===== config.mk =====
export PLATFORM = sky130hd
export DESIGN_NAME = spi_px_master
export DESIGN_NICKNAME = d
export VERILOG_FILES = /design/src/rtl/spi_px_master.sv
export SDC_FILE = /design/constraint.sdc
export NUM_CORES = 1
export LEC_CHECK = 0
export CAP_MARGIN = 20
export CORE_AREA = 2 2 65 67
export CTS_BUF_LIST = sky130_fd_sc_hd__clkbuf_4 sky130_fd_sc_hd__clkbuf_8
export CTS_CLUSTER_SIZE = 30
export DETAILED_ROUTE_END_ITERATION = 12
export DIE_AREA = 0 0 67 69
export GPL_TIMING_DRIVEN = 1
export MAX_ROUTING_LAYER = met4
export PLACE_DENSITY = 0.81
export REMOVE_ABC_BUFFERS = 1
export SLEW_MARGIN = 10
export SYNTH_ARGS = -nofsm -noshare
export SYNTH_HDL_FRONTEND = slang
export SYNTH_SLANG_ARGS = --single-unit

===== constraint.sdc =====
create_clock -name clk_i -period 2.1 [get_ports clk_i]
set_input_delay 0.315 -clock clk_i [delete_from_list [all_inputs] [get_ports clk_i]]
set_output_delay 0.315 -clock clk_i [all_outputs]
set_load 0.05 [all_outputs]

===== src/rtl/spi_px_master.sv =====
// spi_px_master: SPI mode-0 pixel master, one word per CS frame; define SPI_PX_MASTER_BURST_EN to chain words under one CS
module spi_px_master #(
  parameter int DATA_BITS = 8,
  parameter int CLK_DIV   = 4,
  parameter int CS_SETUP  = 2,
  parameter int CS_HOLD   = 2,
  parameter int CS_GAP    = 4
) (
  input  logic                 clk_i,
  input  logic                 reset_i,
  input  logic                 tx_valid_i,
  output logic                 tx_ready_o,
  input  logic [DATA_BITS-1:0] tx_data_i,
  output logic                 rx_valid_o,
  output logic [DATA_BITS-1:0] rx_data_o,
  output logic                 busy_o,
  output logic                 spi_sck_o,
  output logic                 spi_cs_o,
  output logic                 spi_sdo_o,
  input  logic                 spi_sdi_i
);
  localparam int M1 = CLK_DIV > CS_SETUP ? CLK_DIV : CS_SETUP;
  localparam int M2 = CS_HOLD > CS_GAP ? CS_HOLD : CS_GAP;
  localparam int TMAX = M1 > M2 ? M1 : M2;
  localparam int TW = $clog2(TMAX) + 1;
  localparam int BW = $clog2(DATA_BITS) + 1;
`ifdef SPI_PX_MASTER_BURST_EN
  localparam bit BURST = 1'b1;
`else
  localparam bit BURST = 1'b0;
`endif
  typedef enum logic [2:0] {IDLE, SETUP, SHIFT, HOLD, GAP} state_t;
  state_t state, state_n;
  logic [TW-1:0] tmr, tmr_n, tmr_dec;
  logic [BW-1:0] bit_cnt, bit_n;
  logic hi, hi_n;
  logic [DATA_BITS-1:0] tx_sr, tx_sr_n, rx_sr, rx_sr_n, rx_data_n;
  logic sck_n, cs_n, sdo_n, ready_n, rx_valid_n;
  logic hs, t0;
  assign hs = tx_valid_i & tx_ready_o;
  assign t0 = tmr == '0;
  assign tmr_dec = tmr - TW'(1);
  assign busy_o = state != IDLE;
  // state register
  always_ff @(posedge clk_i)
    if (reset_i) state <= IDLE;
    else state <= state_n;
  // next-state: each timed state ends when its down-counter reaches zero
  always_comb begin
    state_n = state;
    case (state)
      IDLE:    state_n = hs ? SETUP : IDLE;
      SETUP:   state_n = t0 ? SHIFT : SETUP;
      SHIFT:   state_n = (t0 && !hi && bit_cnt == '0) ? HOLD : SHIFT;
      HOLD:    state_n = t0 ? (hs ? SETUP : GAP) : HOLD;
      GAP:     state_n = t0 ? IDLE : GAP;
      default: state_n = IDLE;
    endcase
  end
  // next values of the timer, shift registers and the registered outputs
  always_comb begin
    tmr_n = t0 ? tmr : tmr_dec;
    bit_n = bit_cnt;
    hi_n = hi;
    tx_sr_n = tx_sr;
    rx_sr_n = rx_sr;
    rx_data_n = rx_data_o;
    rx_valid_n = 1'b0;
    sck_n = spi_sck_o;
    cs_n = spi_cs_o;
    sdo_n = spi_sdo_o;
    case (state)
      IDLE: begin
        cs_n = ~hs;
        sck_n = 1'b0;
        sdo_n = hs & tx_data_i[DATA_BITS-1];
        tx_sr_n = hs ? tx_data_i : tx_sr;
        tmr_n = hs ? TW'(CS_SETUP - 1) : tmr;
      end
      SETUP: if (t0) begin
        sck_n = 1'b1;
        hi_n = 1'b1;
        tmr_n = TW'(CLK_DIV - 1);
        bit_n = BW'(DATA_BITS - 1);
      end
      SHIFT: if (t0 && hi) begin
        sck_n = 1'b0;
        hi_n = 1'b0;
        tmr_n = TW'(CLK_DIV - 1);
        rx_sr_n = {rx_sr[DATA_BITS-2:0], spi_sdi_i};
        tx_sr_n = {tx_sr[DATA_BITS-2:0], 1'b0};
        sdo_n = tx_sr[DATA_BITS-2];
      end else if (t0) begin
        sck_n = bit_cnt != '0;
        hi_n = bit_cnt != '0;
        tmr_n = bit_cnt == '0 ? TW'(CS_HOLD - 1) : TW'(CLK_DIV - 1);
        bit_n = bit_cnt == '0 ? bit_cnt : bit_cnt - BW'(1);
      end
      HOLD: if (t0) begin
        rx_valid_n = 1'b1;
        rx_data_n = rx_sr;
        cs_n = ~hs;
        sdo_n = hs & tx_data_i[DATA_BITS-1];
        tx_sr_n = hs ? tx_data_i : tx_sr;
        tmr_n = hs ? TW'(CS_SETUP - 1) : TW'(CS_GAP - 1);
      end
      GAP: begin
        cs_n = 1'b1;
        sdo_n = 1'b0;
      end
      default: cs_n = 1'b1;
    endcase
    ready_n = state_n == IDLE || (BURST && state_n == HOLD && tmr_n == '0);
  end
  // datapath and registered outputs; reset drops CS and SCK immediately
  always_ff @(posedge clk_i)
    if (reset_i) begin
      tmr <= '0;
      bit_cnt <= '0;
      hi <= 1'b0;
      tx_sr <= '0;
      rx_sr <= '0;
      rx_data_o <= '0;
      rx_valid_o <= 1'b0;
      tx_ready_o <= 1'b0;
      spi_sck_o <= 1'b0;
      spi_cs_o <= 1'b1;
      spi_sdo_o <= 1'b0;
    end else begin
      tmr <= tmr_n;
      bit_cnt <= bit_n;
      hi <= hi_n;
      tx_sr <= tx_sr_n;
      rx_sr <= rx_sr_n;
      rx_data_o <= rx_data_n;
      rx_valid_o <= rx_valid_n;
      tx_ready_o <= ready_n;
      spi_sck_o <= sck_n;
      spi_cs_o <= cs_n;
      spi_sdo_o <= sdo_n;
    end
endmodule


==> impl_metrics.tcl <==
set metrics [dict create \
    synth_area_sq_um 1920 \
    run_status "completed" \
    worst_path_largest_cell_delay_ns 0.49 \
    power.density_cell_area_nw_per_um2 1200 \
    crit_buf_inv 1 \
    period_needed_ns 1.92 \
    synthDominantAreaCellType "dfxtp_1" \
    dp.cells 299 \
    cts-buffers-inserted 5 \
    root_buffer "clkbuf_8" \
    detailed_place_hpwl_microns 2890 \
    timing_max_transition_violations_final 0 \
    worst_setup_path_start_kind "register" \
    die_area_sq_um 4620 \
    h-tree-depth 2 \
    seq_area_frac_synth_pct 40.7 \
    first_pass_iters 4 \
    route.antenna.remaining_nets 0 \
    worstHoldPathType "reg2reg" \
    grt_setup_unrepaired "false" \
    cap_viol_max_count 0 \
    first_pass_grt_wire_length_microns 7280 \
    power_w 0.00279 \
    globalplace.congestion 0.845 \
    clk_path_buf_depth 2 \
    crit_slowest_cell "and3_1" \
    design_area_sq_um 2340 \
    critPathTopFamily "simple AND/OR/NAND/NOR gates" \
    cts.reportedPaths.clkPinSlew_ns 0.08 \
    ys.flop_type "dfxtp_1" \
    worst-slew-pin-transition_ns 0.499 \
    drt-vias-per-instance 5.56 \
    layout_worst_path_cycle_share_pct 91.4 \
    synth_top_area_share_pct 40.7 \
    grt_start_max_net_pins 40 \
    io_buffer_count 25 \
    worst_slew_margin_rel_pct 66.7 \
    critPathArrivalTime_ns 2.12 \
    post_drt_wl_per_cell_microns 13.6 \
    number_of_diodes 0 \
    cts_tree "built" \
    synth-edff-count 0 \
    via_count 1706 \
    worst-path-max-fanout 11 \
    synthTopCellsByArea "dfxtp_1, nand2_1, a21oi_1" \
    fill_cells 358 \
    p_leak_nw 0.805 \
    syn2layout_area_growth_pct 21.9 \
    layout-drive-gt1-share_pct 12.1 \
    cp_required_ns 2.30 \
    grt_overflow_total 0 \
    synth_cell_types 45 \
    hold_violations 0 \
    synth_seq_cells 39 \
    max_freq_mhz 521 \
    post_dp_cell_area_sq_um 2250 \
    floorplan.die.width_microns 67 \
    finish.net_count 273 \
    finalSetupViolCount 0 \
    initial_core_util_pct 49.0 \
    clock_latency_ns 0.30 \
    ioPinCount 26 \
    track_usage_pct 20.7 \
    final_core_util_pct 59.7 \
    skew_ns 0.00579 \
    vias_in_the_first_global_route 1602 \
    drc 0 \
    die_height_microns 69 \
    async_set_reset_flop_share_out_of_synthesis_pct 0 \
    critical_path.cell_chain "inv_1 > ha_1 > nor2b_1 > and3_1 > nor3_1 > a311oi_1" \
    setup.worst_path.class "reg2reg" \
    power.ir.vdd_worst_v 0.000667 \
    cts.sinks 39 \
    post_layout_nonfiller_instances 307 \
    antenna_found_initial 0 \
    cp-end-kind "register" \
    overall_routed_net_length_microns 4170 \
    avgSynthCellArea_sq_um 8.41 \
    core.rowCount 23 \
    ys_warnings 0 \
    post_cts_hold_buffer_count 0 \
    floorplan.core_area_sq_um 3910 \
    first_iteration_detailed_routing_drc_count 129 \
    synth_cells 228 \
]
cell type report:
| class | instances | area [sq um] | area share [%] |
|---|---|---|---|
| Clock inverter | 3 | 20.0 | 0.857 |
| Timing Repair Buffer | 38 | 358 | 15.3 |
| Tap cell | 50 | 62.6 | 2.68 |
| Inverter | 8 | 30.0 | 1.29 |
| Multi-Input combinational cell | 164 | 1010 | 43.4 |
| Sequential cell | 39 | 782 | 33.5 |
| Clock buffer | 5 | 68.8 | 2.95 |
power breakdown:
part	leakage (nW)	internal (W)	switching [W]	total, W
Combinational	0.448	0.000549	0.000733	0.00128
Clock	0.0402	0.000231	0.000274	0.000505
Sequential	0.317	0.000861	0.000144	0.00101
Total	0.805	0.00164	0.00115	0.00279
tightest hold or removal path: stages, from the launching register on:
cell and delay (ns):
dfxtp_1 0.31, inv_1 0.05, a211oi_1 0.05
per-stage QoR:
step | hold WS (ns) | setup TNS, ns | worst slack (ns)
2_1_floorplan | 0.381 | -0.424 | -0.0706
3_3_place_gp | 0.444 | 0 | 0.184
3_5_place_dp | 0.454 | 0 | 0.183
4_1_cts | 0.466 | 0 | 0.149
5_1_grt | 0.488 | 0 | 0.0498
6_report | 0.457 | 0 | 0.181
logic make-up after synthesis:
family | synth area share, %
flops | 40.7
xor+xnor | 0.457
buf+inv | 6.33
compound gates | 22.5
fa+ha+maj | 3.26
simple gates | 22.6
mux | 4.18
flip-flops by register name, indices dropped and copies added (netlist names):
register    flops
spi_cs_o        1
tmr             3
rx_sr           8
hi              1
tx_sr           7
spi_sdo_o       1
spi_sck_o       1
rx_valid_o      1
state           3
tx_ready_o      1
rx_data_o       8
bit_cnt         4
cells in the mapped netlist (3+ instances only):
cell and count:
a211oi_1 6, ha_1 5, nor3b_1 3, buf_2 3, clkbuf_1 9, nand3_1 7, nor3_1 11, inv_1 7
nand3b_1 3, a21oi_1 21, nand2_1 31, dfxtp_1 39, a311oi_1 6, a32oi_1 3, mux2i_1 8, o21ai_0 14
nor2_1 15
placed cells by master (no fill, tap or decap), types with 3 or more instances in the layout:
master,n
nor2_1,15
dfxtp_1,38
a211oi_1,6
nand3b_1,3
clkdlybuf4s50_1,24
nand3_1,7
nor3_1,11
nor3b_1,3
a311oi_1,6
mux2i_1,8
a32oi_1,3
inv_1,7
clkbuf_8,5
o21ai_0,14
nand2_1,31
a21oi_1,21
ha_1,5
buf_4,13
worst paths after layout:
| kind | startpoint | end | slack, ns | depth (start not counted) |
|---|---|---|---|---|
| worst max-delay path | tmr[1]$_SDFFE_PP0P_ | tx_sr[3]$_SDFFE_PP0P_ | 0.18 | 6 |
| worst min-delay path | spi_sck_o$_SDFFE_PP0P_ | spi_sck_o$_SDFFE_PP0P_ | 0.46 | 2 |
| worst min register to register | spi_sck_o$_SDFFE_PP0P_ | spi_sck_o$_SDFFE_PP0P_ | 0.46 | 2 |
| worst max register to register | tmr[1]$_SDFFE_PP0P_ | tx_sr[3]$_SDFFE_PP0P_ | 0.18 | 6 |
timing repair:
item,4_1_cts,5_1_grt
setup buffers,0,0
endpoints found under the setup margin,0,6
gates resized for setup,0,1
per-layer routing:
layer | up-vias | share of wire, % | global-route usage [%]
li1 | 875 | - | -
met1 | 782 | 47 | 27.1
met2 | 40 | 47 | 29.9
met3 | 9 | 4.9 | 6.04
met4 | 0 | 1.8 | 7.71
met5 | - | 0 | -
(Power assumes the default switching activity.)
